<file path="config.mk">
export PLATFORM = sky130hd
export DESIGN_NAME = stft_frame_sequencer
export DESIGN_NICKNAME = d
export VERILOG_FILES = /design/src/rtl/stft_frame_sequencer.sv
export SDC_FILE = /design/constraint.sdc
export NUM_CORES = 1
export LEC_CHECK = 0
export ABC_AREA = 1
export CAP_MARGIN = 30
export CORE_MARGIN = 4
export CORE_UTILIZATION = 49
export DETAILED_ROUTE_END_ITERATION = 6
export GPL_TIMING_DRIVEN = 1
export HOLD_SLACK_MARGIN = 0.15
export PLACE_DENSITY = 0.77
export SLEW_MARGIN = 5
export SYNTH_ARGS = -nofsm -noshare
export SYNTH_HDL_FRONTEND = slang
export SYNTH_SLANG_ARGS = --single-unit
export TNS_END_PERCENT = 100
</file>
<file path="constraint.sdc">
create_clock -name iCLK -period 2.1 [get_ports iCLK]
set_input_delay 0.21 -clock iCLK [delete_from_list [all_inputs] [get_ports iCLK]]
set_output_delay 0.21 -clock iCLK [all_outputs]
set_load 0.02 [all_outputs]
</file>
<file path="src/rtl/stft_frame_sequencer.sv">
// Walks the circular sample buffer as NUM_FRAMES overlapping frames, one read address per beat.
// Tick-to-first-address latency is one cycle; outputs hold while iREADY is low.
module stft_frame_sequencer #(
    parameter int AW         = 12,
    parameter int FRAME_LEN  = 256,
    parameter int HOP        = 128,
    parameter int NUM_FRAMES = 31
) (
    input  logic                         iCLK,
    input  logic                         iRST,
    input  logic                         iTICK,
    input  logic [AW-1:0]                iBASE,
    input  logic                         iABORT,
    input  logic                         iREADY,
    output logic                         oVALID,
    output logic [AW-1:0]                oADDR,
    output logic [$clog2(FRAME_LEN)-1:0] oIDX,
    output logic [9:0]                   oFRAME,
    output logic                         oSOF,
    output logic                         oEOF,
    output logic                         oBUSY,
    output logic                         oDONE,
    output logic                         oOVR
);
    localparam int IW = $clog2(FRAME_LEN);
    localparam logic [IW-1:0] IDX_LAST   = IW'(FRAME_LEN - 1);
    localparam logic [9:0]    FRAME_LAST = 10'(NUM_FRAMES - 1);
    localparam logic [AW-1:0] HOP_W      = AW'(HOP);

    typedef enum logic [1:0] {
        IDLE = 2'd0,
        RUN  = 2'd1,
        DONE = 2'd2
    } state_t;

    state_t          state_q, state_d;
    logic [AW-1:0]   base_q, base_d;
    logic [AW-1:0]   addr_q, addr_d;
    logic [IW-1:0]   idx_q, idx_d;
    logic [9:0]      frame_q, frame_d;
    logic            valid_q, valid_d;
    logic            sof_q, sof_d;
    logic            eof_q, eof_d;
    logic            busy_q, busy_d;
    logic            done_q, done_d;
    logic            ovr_q, ovr_d;
    logic [IW-1:0]   idx_inc;
    logic [AW-1:0]   base_hop;

    assign idx_inc  = idx_q + IW'(1);
    assign base_hop = base_q + HOP_W;

    always_comb begin
        state_d = state_q;
        base_d  = base_q;
        addr_d  = addr_q;
        idx_d   = idx_q;
        frame_d = frame_q;
        valid_d = valid_q;
        sof_d   = sof_q;
        eof_d   = eof_q;
        busy_d  = busy_q;
        done_d  = 1'b0;
        ovr_d   = ovr_q;

        case (state_q)
            IDLE: begin
                if (iTICK && !iABORT) begin
                    state_d = RUN;
                    base_d  = iBASE;
                    addr_d  = iBASE;
                    idx_d   = '0;
                    frame_d = '0;
                    valid_d = 1'b1;
                    sof_d   = 1'b1;
                    eof_d   = 1'b0;
                    busy_d  = 1'b1;
                    ovr_d   = 1'b0;
                end
            end
            RUN: begin
                if (iTICK) ovr_d = 1'b1;
                if (iABORT) begin
                    state_d = IDLE;
                    addr_d  = '0;
                    idx_d   = '0;
                    frame_d = '0;
                    valid_d = 1'b0;
                    sof_d   = 1'b0;
                    eof_d   = 1'b0;
                    busy_d  = 1'b0;
                end else if (iREADY) begin
                    if (idx_q != IDX_LAST) begin
                        idx_d  = idx_inc;
                        addr_d = base_q + AW'(idx_inc);
                        sof_d  = 1'b0;
                        eof_d  = (idx_inc == IDX_LAST);
                    end else if (frame_q != FRAME_LAST) begin
                        // Next frame starts on the very next beat, no bubble.
                        idx_d   = '0;
                        frame_d = frame_q + 10'd1;
                        base_d  = base_hop;
                        addr_d  = base_hop;
                        sof_d   = 1'b1;
                        eof_d   = 1'b0;
                    end else begin
                        state_d = DONE;
                        addr_d  = '0;
                        idx_d   = '0;
                        frame_d = '0;
                        valid_d = 1'b0;
                        sof_d   = 1'b0;
                        eof_d   = 1'b0;
                        done_d  = 1'b1;
                    end
                end
            end
            DONE: begin
                if (iTICK) ovr_d = 1'b1;
                state_d = IDLE;
                busy_d  = 1'b0;
            end
            default: begin
                state_d = IDLE;
                valid_d = 1'b0;
                busy_d  = 1'b0;
            end
        endcase
    end

    always_ff @(posedge iCLK) begin
        if (iRST) begin
            state_q <= IDLE;
            base_q  <= '0;
            addr_q  <= '0;
            idx_q   <= '0;
            frame_q <= '0;
            valid_q <= 1'b0;
            sof_q   <= 1'b0;
            eof_q   <= 1'b0;
            busy_q  <= 1'b0;
            done_q  <= 1'b0;
            ovr_q   <= 1'b0;
        end else begin
            state_q <= state_d;
            base_q  <= base_d;
            addr_q  <= addr_d;
            idx_q   <= idx_d;
            frame_q <= frame_d;
            valid_q <= valid_d;
            sof_q   <= sof_d;
            eof_q   <= eof_d;
            busy_q  <= busy_d;
            done_q  <= done_d;
            ovr_q   <= ovr_d;
        end
    end

    assign oVALID = valid_q;
    assign oADDR  = addr_q;
    assign oIDX   = idx_q;
    assign oFRAME = frame_q;
    assign oSOF   = sof_q;
    assign oEOF   = eof_q;
    assign oBUSY  = busy_q;
    assign oDONE  = done_q;
    assign oOVR   = ovr_q;
endmodule

</file>
==> reports/results.ini, run 1 <==
[place]
place_area_um2 = 4100
placed_cells = 637
gp_congestion = 0.899
post-dp-hpwl_mm = 6.82
portBuffers = 52
dp_slack_ns = -0.136

[setup_path]
worstSetupPathType = reg -> reg
cp.required_ns = 2.35
start_kind = register
cp.arrival_ns = 2.40
endpoint_kind = register
crit_fanout = 4
r2r_end = oADDR[10]$_SDFFE_PP0P_
reg2reg_depth = 17
rrSetupSlack_ns = -0.05
reg2reg_from = oIDX[1]$_SDFFE_PP0P_

[synthesis]
async_flop_share = 0
synth-seq-cells = 50
avgSynthCellArea_um2 = 6.69
synthesis.area_um2 = 3250
synthTopCellsByArea = dfxtp_1 31%, nand2_1 16%, ha_1 7.3%
synth-main-ff-cell = dfxtp_1
ys_seq_area_frac = 0.308
synthCells = 486
syn_nets = 523
synth_common_cells = 138 x nand2_1, 59 x inv_1, 50 x dfxtp_1, 46 x a21oi_1, 36 x nor2_1
synth_edf_count = 0
synth_most_common_cell = nand2_1
ys_warn_count = 0
yosys.area.top_type_share = 0.308
yosys.area.top_type = dfxtp_1
synth_cell_types = 34

[clock_tree]
clk_pin_slew_worst_paths_ns = 0.10
cts_sinks = 50
cts_buffers = 5
h-tree-depth = 2
clk_latency_ns = 0.31
clockBufferDepth = 2
root_buffer = clkbuf_8
cts_tree = built
cts_hold_buf = 0

[hold_path]
hp-class = reg -> reg
whs_path_depth = 2
hold-path-endpoint = oEOF$_SDFFE_PP0P_
min-delay-start = oEOF$_SDFFE_PP0P_

[power]
seq_power_share = 0.308
p_comb_frac = 0.558
p_leak_nw = 1.93
p_per_area_nw_per_um2 = 1020
power_frac_clock = 0.134
power_switching_mw = 2.04
p_int_mw = 2.39
ir_drop_mv = 0.825
switching_share = 0.461

[detailed_routing]
ant_nets = 0
vias_per_cell = 5.26
post_drt_wl_per_cell_um = 13.8
vias = 3416
drt-initial-drc-count = 238
totalWireLength_mm = 8.94
drc = 0
first_pass_iters = 7

[finish]
final_layout_size_suffix_gt1_frac = 0.189
num_antenna_cells = 0
final_area_um2 = 4340
n_fill_cell = 543
syn_to_final_growth_pct = 33.4
nNetsFinal = 608
final_cells = 649

[floorplan]
core_area_um2 = 6390
fp.dieH_um = 89.5
chipWidth_um = 89.5
num_rows = 29
initial_core_util = 0.509
ioPinCount = 53
die_area_um2 = 8000

[grt]
grt_pass1_wl_mm = 14.6
antenna_found_initial = 0
gr-usage-all-layers = 0.231
grt_pass1_vias = 3214
grt_overflow = 0
grt_max_degree = 22

[sta]
setup_ws_ns = -0.0509
setup_viol = 5
worstMarginPinSlew_ns = 0.423
slew_violations = 0
finClkSkew_ns = 0.00846
fin_hold_ws_ns = 0.472
finalCritPeriodShare = 1.02
period_needed_ns = 2.15
fmax_mhz = 465
setup_tns_ns = -0.163
rsz0062_at_grt = true
finalHoldViolations = 0
relSlewSlack = 0.716

[run]
cap_viol_max_count = 0

[status]
violations = negative setup slack
status = complete, but fails checks

==> critical path, cell delays in order, from the launching register on <==
cell,delay [ns]
dfxtp_4,0.39
ha_2,0.19
nand3_2,0.11
inv_2,0.07
nand3_1,0.07
xor2_1,0.14
inv_1,0.10
ha_4,0.29
nand2_1,0.06
nor2_1,0.11
nand2_1,0.08
nand2_2,0.09
nand2_1,0.06
nand2_1,0.05
nand2_1,0.05
nand2_1,0.06
nand3_1,0.06
a21oi_1,0.12
==> cell families after synthesis <==
logic type | count (synthesis) | share of synthesized area
XOR/XNOR | 17 | 0.0458
adder cells (fa/ha/maj) | 20 | 0.0793
AO/OA/AOI/OAI | 83 | 0.140
flip-flops | 50 | 0.308
buffers and inverters | 80 | 0.102
AND/OR/NAND/NOR | 236 | 0.325
==> power groups by stage <==
stage | clock network (mW) | logic [mW] | registers (mW)
2_1_floorplan | 0 | 1.43 | 1.54
3_5_place_dp | 0 | 2.41 | 1.38
3_3_place_gp | 0 | 2.37 | 1.37
6_report | 0.596 | 2.48 | 1.37
4_1_cts | 0.613 | 2.43 | 1.36
5_1_grt | 0.644 | 2.71 | 1.40
==> worst max path at each step <==
| stage | start | endpoint | depth (start not counted) |
|---|---|---|---|
| after global routing | oIDX[1]$_SDFFE_PP0P_ | oADDR[10]$_SDFFE_PP0P_ | 16 |
| after CTS | oIDX[1]$_SDFFE_PP0P_ | oADDR[8]$_SDFFE_PP0P_ | 14 |
| final | oIDX[1]$_SDFFE_PP0P_ | oADDR[10]$_SDFFE_PP0P_ | 17 |
| after floorplan | oIDX[5]$_SDFFE_PP0P_ | oADDR[8]$_SDFFE_PP0P_ | 12 |
| after detailed placement | oIDX[1]$_SDFFE_PP0P_ | oADDR[8]$_SDFFE_PP0P_ | 14 |
| after global placement | oIDX[0]$_SDFFE_PP0P_ | oADDR[6]$_SDFFE_PP0P_ | 12 |
==> registers in the layout (all words and copies together) (netlist names) <==
signal,flops
oVALID,1
oSOF,1
oBUSY,1
oFRAME,10
oIDX,8
state_q,2
oOVR,1
base_q,12
oEOF,1
oADDR,12
oDONE,1
==> per-layer routing <==
metal | vias to the layer above | track usage | routed length, um
li1 | 1720 | - | -
met1 | 1598 | 0.300 | 3980
met2 | 89 | 0.402 | 4470
met3 | 9 | 0.0378 | 374
met4 | 0 | 0.0541 | 110
met5 | - | 0 | 0
==> repair_timing <==
item                                    CTS  global route
endpoints found under the setup margin    7             9
pin swaps                                 8            14
resized for setup                        14            17
buffers inserted                          2             2
hold endpoints to repair                  0             0
==> layout by cell type (no fill, tap or decap), types with 2 or more instances in the layout <==
master,n
nor3_1,10
a211oi_1,3
or2_2,2
nand3_2,5
inv_2,11
nand2_1,132
nor2_8,3
nor2_4,2
nand2_2,10
o21ai_1,2
dfxtp_2,2
a21oi_1,43
nand3_1,26
a21oi_2,3
nor2_2,3
clkdlybuf4s50_1,52
inv_1,53
inv_4,3
xor2_1,10
ha_1,14
dfxtp_4,3
ha_4,4
nor2_1,34
dfxtp_1,45
o21ai_0,26
nand4_1,6
o21ai_2,2
nand3_4,2
clkbuf_8,5
xnor2_1,5
buf_4,38
==> through the flow <==
step / utilization / power (mW)
detailed placement: 0.642 / 3.79
CTS: 0.669 / 4.41
global placement: 0.642 / 3.74
finish: 0.679 / 4.44
floorplan: - / 2.97
global route: 0.679 / 4.75
==> cell type report <==
type / instances / area [um^2] / share of cell area
multi-input combinational: 356 / 2060 / 0.476
sequential: 50 / 1010 / 0.234
timing repair buffer: 90 / 806 / 0.186
inverter: 68 / 264 / 0.0609
tap: 77 / 96.3 / 0.0222
clock buffer: 5 / 68.8 / 0.0159
clock inverter: 3 / 25.0 / 0.00577
(Power assumes the default switching activity.)
==> run 2: changes to the inputs <==
--- a/config.mk
+++ b/config.mk
@@ -13,6 +13,7 @@
 export GPL_TIMING_DRIVEN = 1
 export HOLD_SLACK_MARGIN = 0.15
 export PLACE_DENSITY = 0.77
+export SETUP_SLACK_MARGIN = 0.02
 export SLEW_MARGIN = 5
 export SYNTH_ARGS = -nofsm -noshare
 export SYNTH_HDL_FRONTEND = slang
==> reports/results.ini, run 2 (synthesized netlist as in run 1, its figures left out) <==
[clock_tree]
h-tree-depth = 2  ; unchanged
root_buffer = clkbuf_8  ; unchanged
cts_tree = built  ; unchanged
cts_sinks = 50  ; unchanged
clockBufferDepth = 2  ; unchanged
clk_latency_ns = 0.31  ; about the same
cts_buffers = 5  ; unchanged
clk_pin_slew_worst_paths_ns = 0.10  ; about the same

[sta]
finClkSkew_ns = 0.0135  ; was 0.00846 ns
relSlewSlack = 0.667  ; was 0.716
finalHoldViolations = 0  ; unchanged
worstMarginPinSlew_ns = 0.498  ; was 0.423 ns
setup_viol = 5  ; unchanged
setup_ws_ns = -0.0694  ; was -0.0509 ns
rsz0062_at_grt = true  ; unchanged
slew_violations = 0  ; unchanged
fin_hold_ws_ns = 0.476  ; was 0.472 ns
period_needed_ns = 2.17  ; was 2.15 ns
finalCritPeriodShare = 1.03  ; was 1.02
fmax_mhz = 461  ; was 465 MHz

[setup_path]
start_kind = register  ; unchanged
crit_chain = nand3_4, inv_2, nand4_1, nor2_1, xor2_1, ha_1, nand2_2, inv_1, a21oi_2, nand2_2, xor2_1, nand2_1, nand3_1, a21oi_1  ; was ha_2, nand3_2, inv_2, nand3_1, xor2_1, inv_1, ha_4, nand2_1, nor2_1, nand2_1, nand2_2, nand2_1, nand2_1, nand2_1, nand2_1, nand3_1, a21oi_1
reg2reg_from = oIDX[1]$_SDFFE_PP0P_  ; unchanged
reg2reg_depth = 14  ; was 17
worstSetupPathType = reg -> reg  ; unchanged
crit_slowest_cell = dfxtp_4  ; unchanged
crit_fanout = 3  ; was 4
cp_slowest_stage_delay_ns = 0.39  ; about the same
rrSetupSlack_ns = -0.07  ; was -0.05 ns
cp.required_ns = 2.29  ; was 2.35 ns
cp.arrival_ns = 2.36  ; was 2.40 ns
r2r_end = oADDR[8]$_SDFFE_PP0P_  ; was oADDR[10]$_SDFFE_PP0P_
endpoint_kind = register  ; unchanged

[place]
portBuffers = 52  ; unchanged
gp_congestion = 0.995  ; was 0.899
dp_slack_ns = -0.118  ; was -0.136 ns
post-dp-hpwl_mm = 6.55  ; was 6.82 mm
placed_cells = 632  ; was 637
place_area_um2 = 4060  ; was 4100 um^2

[grt]
antenna_found_initial = 0  ; unchanged
grt_pass1_vias = 3286  ; was 3214
gr-usage-all-layers = 0.239  ; was 0.231
grt_pass1_wl_mm = 15.1  ; was 14.6 mm
grt_max_degree = 25  ; was 22
grt_overflow = 0  ; unchanged

[finish]
n_fill_cell = 504  ; was 543
final_cells = 648  ; was 649
syn_to_final_growth_pct = 37.4  ; was 33.4%
final_core_util = 0.699  ; was 0.679
final_area_um2 = 4470  ; was 4340 um^2
final_layout_size_suffix_gt1_frac = 0.201  ; was 0.189
num_antenna_cells = 0  ; unchanged
nNetsFinal = 607  ; was 608
layout_commonest_cell = nand2_1  ; unchanged
mostFrequentLayoutCells = 131 x nand2_1, 54 x inv_1, 52 x clkdlybuf4s50_1  ; was 132 x nand2_1, 53 x inv_1, 52 x clkdlybuf4s50_1

[floorplan]
fp.dieH_um = 89.5  ; unchanged
core_area_um2 = 6390  ; unchanged
chipWidth_um = 89.5  ; unchanged
initial_core_util = 0.509  ; unchanged
num_rows = 29  ; unchanged
ioPinCount = 53  ; unchanged
die_area_um2 = 8000  ; unchanged

[hold_path]
hp-class = reg -> reg  ; unchanged
whs_path_depth = 2  ; unchanged
min-delay-start = oSOF$_SDFFE_PP0P_  ; was oEOF$_SDFFE_PP0P_
hold-path-endpoint = oSOF$_SDFFE_PP0P_  ; was oEOF$_SDFFE_PP0P_

[detailed_routing]
vias = 3467  ; was 3416
ant_nets = 0  ; unchanged
first_pass_iters = 7  ; unchanged
post_drt_wl_per_cell_um = 14.5  ; was 13.8 um
drt-initial-drc-count = 274  ; was 238
drc = 0  ; unchanged
totalWireLength_mm = 9.41  ; was 8.94 mm
vias_per_cell = 5.35  ; was 5.26

[power]
switching_share = 0.441  ; was 0.461
p_comb_frac = 0.542  ; was 0.558
power_frac_clock = 0.168  ; was 0.134
p_per_area_nw_per_um2 = 1070  ; was 1020 nW/um^2
seq_power_share = 0.291  ; was 0.308
p_leak_nw = 1.99  ; was 1.93 nW
power_switching_mw = 2.11  ; was 2.04 mW
ir_drop_mv = 0.987  ; was 0.825 mV
p_int_mw = 2.68  ; was 2.39 mW

[run]
cap_viol_max_count = 0  ; unchanged

[status]
violations = negative setup slack  ; unchanged
status = complete, but fails checks  ; unchanged

-- run 2: worst max-delay path by stage --
stage	from	endpoint
floorplan	oIDX[2]$_SDFFE_PP0P_	oADDR[8]$_SDFFE_PP0P_
global placement	oIDX[1]$_SDFFE_PP0P_	oADDR[8]$_SDFFE_PP0P_
detailed placement	oIDX[1]$_SDFFE_PP0P_	oADDR[8]$_SDFFE_PP0P_
CTS	oIDX[0]$_SDFFE_PP0P_	oADDR[8]$_SDFFE_PP0P_
global route	oIDX[0]$_SDFFE_PP0P_	oADDR[9]$_SDFFE_PP0P_
finish	oIDX[1]$_SDFFE_PP0P_	oADDR[8]$_SDFFE_PP0P_
-- run 2: timing repair --
action / CTS / global route
buffers inserted: 3 / 5
hold buffers: 0 / 0
hold endpoints to repair: 0 / 0
pin swaps: 13 / 17
resized for setup: 13 / 33
endpoints found under the setup margin: 7 / 9
-- run 2: critical path, delay by kind of cell (launching register included) --
family | cells | cell delay [ns]
buffers and inverters | 2 | 0.11
AO/OA/AOI/OAI | 2 | 0.18
flip-flops | 1 | 0.39
adder cells (fa/ha/maj) | 1 | 0.32
XOR/XNOR | 2 | 0.41
AND/OR/NAND/NOR | 7 | 0.65
-- run 2: layer usage --
metal,track usage,up-vias,routed length [um]
li1,-,1708,-
met1,0.304,1603,3880
met2,0.419,138,4750
met3,0.0378,18,567
met4,0.0622,0,207
met5,0,-,0
-- run 2: per-stage QoR --
stage / TNS (ns) / power [mW]
2_1_floorplan: 0 / 2.97
3_3_place_gp: -0.207 / 3.75
3_5_place_dp: -0.428 / 3.79
4_1_cts: -0.209 / 4.63
5_1_grt: -1.36 / 5.12
6_report: -0.253 / 4.79
-- run 2: final cells by class --
| cell class | count | area, um^2 | share of cell area |
|---|---|---|---|
| Multi-Input combinational cell | 356 | 2150 | 0.482 |
| Sequential cell | 50 | 1020 | 0.227 |
| Timing Repair Buffer | 89 | 798 | 0.179 |
| Inverter | 68 | 267 | 0.0597 |
| Clock buffer | 7 | 108 | 0.0241 |
| Tap cell | 77 | 96.3 | 0.0216 |
| Clock inverter | 1 | 30.0 | 0.00672 |
-- run 2: power by group through the flow --
stage,Clock [mW],Combinational (mW),Sequential (mW)
after CTS,0.816,2.43,1.38
after global placement,0,2.36,1.39
after detailed placement,0,2.40,1.39
after global routing,0.850,2.85,1.42
final,0.803,2.60,1.39
after floorplan,0,1.43,1.54
==> RTL change 1, RTL diff (flow settings as in run 2) <==
The 3 states of `state_t` get a one-hot encoding in 3 bits.
--- a/src/rtl/stft_frame_sequencer.sv
+++ b/src/rtl/stft_frame_sequencer.sv
@@ -27,10 +27,10 @@
     localparam logic [9:0]    FRAME_LAST = 10'(NUM_FRAMES - 1);
     localparam logic [AW-1:0] HOP_W      = AW'(HOP);
 
-    typedef enum logic [1:0] {
-        IDLE = 2'd0,
-        RUN  = 2'd1,
-        DONE = 2'd2
+    typedef enum logic [2:0] {
+        IDLE = 3'b001,
+        RUN  = 3'b010,
+        DONE = 3'b100
     } state_t;
 
     state_t          state_q, state_d;
Check against the original RTL: no difference found for any inputs over 4 cycles, from zero or initial values and one cycle with iRST high; so few cycles prove little.
==> RTL change 1 against run 2 <==
The run still ends with negative setup slack left. Sequential cell count grew 1. Setup slack lost 160 ps. Synthesized cell count is the same. Wire length grew 3.1%. Clock skew shrank 4.7 ps. Area after synthesis shrank 0.77%. Design area grew 2.2%. Core utilization grew 1.5 points. Largest cell class unchanged.
Power is not compared: it rests on default switching activity, and its combinational part moved more than twofold at a synthesized area within 25%.
==> RTL change 1: results (changes against run 2) <==
Synthesis
  • Yosys warns: 0 (unchanged)
  • Main synth FF type: dfxtp_1
  • Yosys cell types: 37 (+8.8%)
  • Mapped Nets: 520 (-0.57%)
  • Commonest cells in the netlist: 112 x nand2_1, 61 x inv_1, 51 x dfxtp_1, 43 x nor2_1, 42 x nand3_1
  • Sequential area share after synthesis: 0.3165 (+0.008595)
  • Largest cells by area after synthesis: dfxtp_1 32%, nand2_1 13%, inv_1 7.1%
  • Post-Synthesis Cells: 486 (unchanged)
  • Fraction of registers with async set/reset: 0 (unchanged)

Route
  • First-pass DRT Iterations: 7 (unchanged)
  • Drt via density: 5.318 (-0.60%)
  • Drt initial violations: 200 (-27%)
  • Final wirelength: 9.701 mm (+3.1%)
  • Remaining DRCs: 0 (unchanged)
  • DR vias: 3,494 (+0.78%)

Placement
  • Final HPWL DP: 6.798 mm (+3.8%)
  • Post-place setup slack: -205.0 ps (-87.22 ps)
  • Post-DP Area: 0.004125 mm^2 (+1.5%)
  • Placer congestion estimate: 0.9153 (-8.0%)
  • DP Cell Count: 641 (+1.4%)
  • PortBufs: 52 (unchanged)

Critical path
  • CP Launch Type: register
  • Arr. time, crit path: 2540 ps (+180 ps)
  • Crit-path leading delay family: simple AND/OR/NAND/NOR gates
  • Worst path slowest cell: dfxtp_4
  • Critical Path Max Stage Delay: ~380 ps
  • CP max FO: 4 (+1)
  • FF-to-FF Start: oIDX[0]

Run status
  • Violated checks: negative setup slack
  • Status: complete, but fails checks

Global routing
  • Met1 GRT Util: 0.2995 (-0.004828)
  • First-pass GRT wire length: 15.22 mm (+0.87%)
  • Largest net degree at the start of global routing: 33 (+32%)
  • All-Layer GR Usage: 0.2423 (+0.003525)
  • Initial antenna violation count: 0 (unchanged)
  • Met3 Track Usage GR: 0.04147 (+0.003687)
  • Vias in the first global route: 3,318 (+0.97%)
  • Busiest grt layer: met2
  • Met2 GRT Util: 0.4153 (-0.003349)

Cells and area
  • Fin nets: 613 (+0.99%)
  • Layout cell share with drive strength beyond 1: 0.2397 (+0.03825)
  • Diode count: 0 (unchanged)

Timing
  • Setup-failing EPs final: 7 (+2)
  • Skew final: 8.855 ps (-4.667 ps)
  • Final TNS setup: -1017 ps (-764.5 ps)
  • Post-route setup slack: -227.3 ps (-157.9 ps)
  • Slew Limit Headroom: 0.6348 (-0.03253)

CTS
  • Gates resized, CTS repair: 23 (+10)
  • Clk Latency, worst-skew pair: approximately 320 ps
  • Post CTS Setup Buffer Count: 4 (+1)
  • Root Buffer: clkbuf_8
  • Clock Tree Buf Depth: 2 (unchanged)
  • Reg clk slew, reported paths: 100 ps (about the same)
  • Htree depth: 2 (unchanged)
  • CTS buffer count: 5 (unchanged)

Pwr
  • Peak supply drop: between 0.4 and 0.5 mV
  • Static leakage: 2.038 nW
  • P_sw: around 0.8 mW

Worst hold path
  • Worst hold start: oBUSY
  • Worst Hold Class: reg2reg
==> RTL change 1: logic make-up (layout without fill, tap and decap cells) <==
group,Yosys count,in the layout,synth area share
and+or+nand+nor,231,231,0.3196
AOI/OAI and AO/OA,94,94,0.1571
buffers and inverters,81,175,0.1059
DFF,51,51,0.3165
adders and majority gates,17,17,0.06827
xor gates and xnor gates,12,12,0.03258
==> RTL change 1: power by group through the flow <==
| stage | Sequential (mW) | Combinational, mW | Clock (mW) |
|---|---|---|---|
| 6_report | 1.11 | 0.659 | 0.705 |
| 2_1_floorplan | 1.17 | 0.334 | 0 |
| 4_1_cts | 1.11 | 0.631 | 0.718 |
| 5_1_grt | 1.12 | 0.723 | 0.746 |
| 3_5_place_dp | 1.13 | 0.612 | 0 |
| 3_3_place_gp | 1.13 | 0.603 | 0 |
==> RTL change 1: worst paths after layout <==
check | endpoint | slack (ps) | depth (start not counted)
worst min register to register | oBUSY | 470 | 2
worst max-delay path | oADDR[9] | -230 | 17
worst min-delay path | oBUSY | 470 | 2
worst max register to register | oADDR[9] | -230 | 17
==> RTL change 1: tightest hold or removal path, delay by kind of cell, from the launching register on <==
family           cells  cell delay (ps)
AND/OR/NAND/NOR      1               60
flip-flops           1              320
AO/OA/AOI/OAI        1               50
==> RTL change 1: cell type report <==
cell class | instances | area [um^2]
multi-input combinational | 354 | 2166
fill | 532 | 1821
sequential | 51 | 1035
clock inverter | 1 | 8.758
clock buffer | 7 | 107.6
inverter | 66 | 252.7
timing repair buffer | 101 | 899.6
tap | 77 | 96.34
==> RTL change 1: routing by layer <==
metal  wire, um  up-vias
li1           -     1750
met1       4085     1603
met2       4770      122
met3        591       19
met4        254        0
met5          0        -
==> RTL change 2, RTL diff (config.mk and constraints of run 2) <==
Made on the original files. `FRAME_LEN`: 256 -> 512.
--- a/src/rtl/stft_frame_sequencer.sv
+++ b/src/rtl/stft_frame_sequencer.sv
@@ -2,7 +2,7 @@
 // Tick-to-first-address latency is one cycle; outputs hold while iREADY is low.
 module stft_frame_sequencer #(
     parameter int AW         = 12,
-    parameter int FRAME_LEN  = 256,
+    parameter int FRAME_LEN  = 512,
     parameter int HOP        = 128,
     parameter int NUM_FRAMES = 31
 ) (
Ports: changed (resized oIDX); port bits go from 53 to 54. The function was not compared with the original's and may differ.
==> RTL change 2 against run 2 <==
The run still ends with negative setup slack left. Design area increased by 8.0%. Highest routed layer unchanged. Critical path depth rose by 1. Critical endpoint is now oADDR[9]. Clock power is 2% higher. Wire length grew 20%. Total power decreased by 0.66%. Sequential cell count rose by 1. Critical path type unchanged. Area after synthesis rose by 1.5%. Setup slack worse by 300 ps.
==> RTL change 2: results (changes against run 2) <==
Critical path
  • Worst Reg-to-Reg Cells: 15 (+1)
  • CP max FO: 6 (+3)
  • Arr. time, crit path: 2720 ps (+360 ps)
  • FF-to-FF Start: oIDX[0]
  • Worst reg2reg path endpoint: oADDR[9]

Cells and area
  • Layout cell share with drive strength beyond 1: 0.2698 (+0.06836)
  • Fill count: 462 (-8.3%)
  • Diode count: 0 (unchanged)
  • Fin nets: 620 (+2.1%)

Route
  • First-pass DRT Iterations: 5 (-2)
  • Drt initial violations: 364 (+33%)
  • Final wirelength: 11.33 mm (+20%)
  • DR vias: 3,753 (+8.2%)

Synthesis
  • Yosys warns: 0 (unchanged)
  • Top-count cell post-synth: nand2_1
  • Commonest cells in the netlist: 124 x nand2_1, 54 x inv_1, 51 x dfxtp_1, 41 x a21oi_1, 37 x nand3_1
  • Yosys cell types: 45 (+32%)
  • Main synth FF type: dfxtp_1
  • Fraction of registers with async set/reset: 0 (unchanged)
  • Sequential area share after synthesis: 0.3093 (+0.001396)
  • Largest cells by area after synthesis: dfxtp_1 31%, nand2_1 14%, ha_1 8.0%
  • Mapped Nets: 517 (-1.1%)

CTS
  • CTS buffer count: 5 (unchanged)
  • Root Buffer: clkbuf_8
  • Clk Latency, worst-skew pair: 310 ps (about the same)
  • Clock Tree Buf Depth: 2 (unchanged)
  • Reg clk slew, reported paths: 100 ps (about the same)

Worst hold path
  • Worst hold start: oSOF
  • Hold path cells: 2 (unchanged)
  • Worst Hold Class: reg2reg
  • WHS Endpoint: oSOF

Pwr
  • Peak supply drop: 0.8016 mV (-19%)
  • Sw Ratio: 0.4359 (-0.004997)
  • Static leakage: 2.019 nW (+1.3%)

Placement
  • Placer congestion estimate: 0.9453 (-5.0%)
  • Post-DP Area: 0.004229 mm^2 (+4.1%)
  • Final HPWL DP: 6.707 mm (+2.4%)
  • PortBufs: 53 (+1.9%)
  • Post-place setup slack: -305.3 ps (-187.5 ps)

Run status
  • Status: complete, but fails checks
  • Violated checks: negative setup slack

Global routing
  • Largest net degree at the start of global routing: 23 (-8.0%)
  • Vias in the first global route: 3,649 (+11%)
  • First-pass GRT wire length: 16.55 mm (+9.6%)
  • All-Layer GR Usage: 0.2434 (+0.004639)
  • Initial antenna violation count: 0 (unchanged)

Timing
  • Post-route setup slack: -371.7 ps (-302.3 ps)
  • Setup-failing EPs final: 25 (+20)
  • Slew Limit Headroom: 0.7201 (+0.05280)
  • Skew final: 13.92 ps (+0.3994 ps)

Run
  • MaxCap Viol Count: 0 (unchanged)
## RTL change 2: worst max path at each step
stage,start,endpoint,slack [ps],depth (start not counted)
CTS,oIDX[0],oADDR[10],-240,14
finish,oIDX[0],oADDR[9],-370,15
global placement,oIDX[1],oADDR[10],-170,15
detailed placement,oIDX[1],oADDR[10],-310,14
global route,oIDX[0],oADDR[11],-520,14
floorplan,oIDX[0],oADDR[10],-200,15
## RTL change 2: layout make-up
| class | instances | area (um^2) | share of cell area |
|---|---|---|---|
| clock buffers | 6 | 72.57 | 0.01504 |
| clock inverters | 2 | 60.06 | 0.01245 |
| inverters | 58 | 222.7 | 0.04616 |
| multi-input cells | 354 | 2362 | 0.4896 |
| flip-flops and latches | 51 | 1030 | 0.2134 |
| well taps | 77 | 96.34 | 0.01997 |
| repair buffers | 111 | 980.9 | 0.2033 |
## RTL change 2: metal layers
| layer | up-vias | routed length [um] | GRT usage |
|---|---|---|---|
| li1 | 1759 | - | - |
| met1 | 1727 | 4542 | 0.2962 |
| met2 | 216 | 5456 | 0.4132 |
| met3 | 51 | 840 | 0.04674 |
| met4 | 0 | 489 | 0.1135 |
| met5 | - | 0 | 0 |
## RTL change 2: kinds of logic after synthesis
| kind of cell | count (synthesis) | share of synthesized area |
|---|---|---|
| compound gates | 83 | 0.1422 |
| xor+xnor | 16 | 0.04246 |
| fa+ha+maj | 22 | 0.08567 |
| buf+inv | 73 | 0.09666 |
| flops | 51 | 0.3093 |
| simple gates | 233 | 0.3237 |
## RTL change 2: timing repair
item	CTS	global route
setup endpoints to repair	22	33
gates resized for setup	44	32
pin swaps	20	20
buffers inserted	8	6
## RTL change 2: metrics by stage
step / hold slack [ps] / instances / setup TNS, ps
floorplan: 372.8 / 478 / -1093
global placement: 452.7 / 638 / -1022
detailed placement: 458.7 / 638 / -1945
CTS: 474.0 / 654 / -1288
global route: 509.7 / 659 / -7120
finish: 473.3 / 659 / -3672
## RTL change 2: critical path: stages (launching register included)
cell and delay, ps:
dfxtp_4 380, ha_4 150, nand3_4 70, nand3b_1 200, nor3b_2 210, ha_1 300
ha_4 300, nand2_1 70, nand2_1 80, a21oi_2 140, nand3_1 110, nand2_1 90
nand2_1 60, nand2_1 60, nand3_1 70, a21oi_1 140
## RTL change 2: power by group through the flow
stage | clock [mW] | sequential [mW] | combinational [mW]
4_1_cts | 0.834 | 1.37 | 2.43
5_1_grt | 0.875 | 1.41 | 2.79
3_3_place_gp | 0 | 1.37 | 2.31
6_report | 0.822 | 1.38 | 2.56
2_1_floorplan | 0 | 1.48 | 1.45
3_5_place_dp | 0 | 1.37 | 2.35
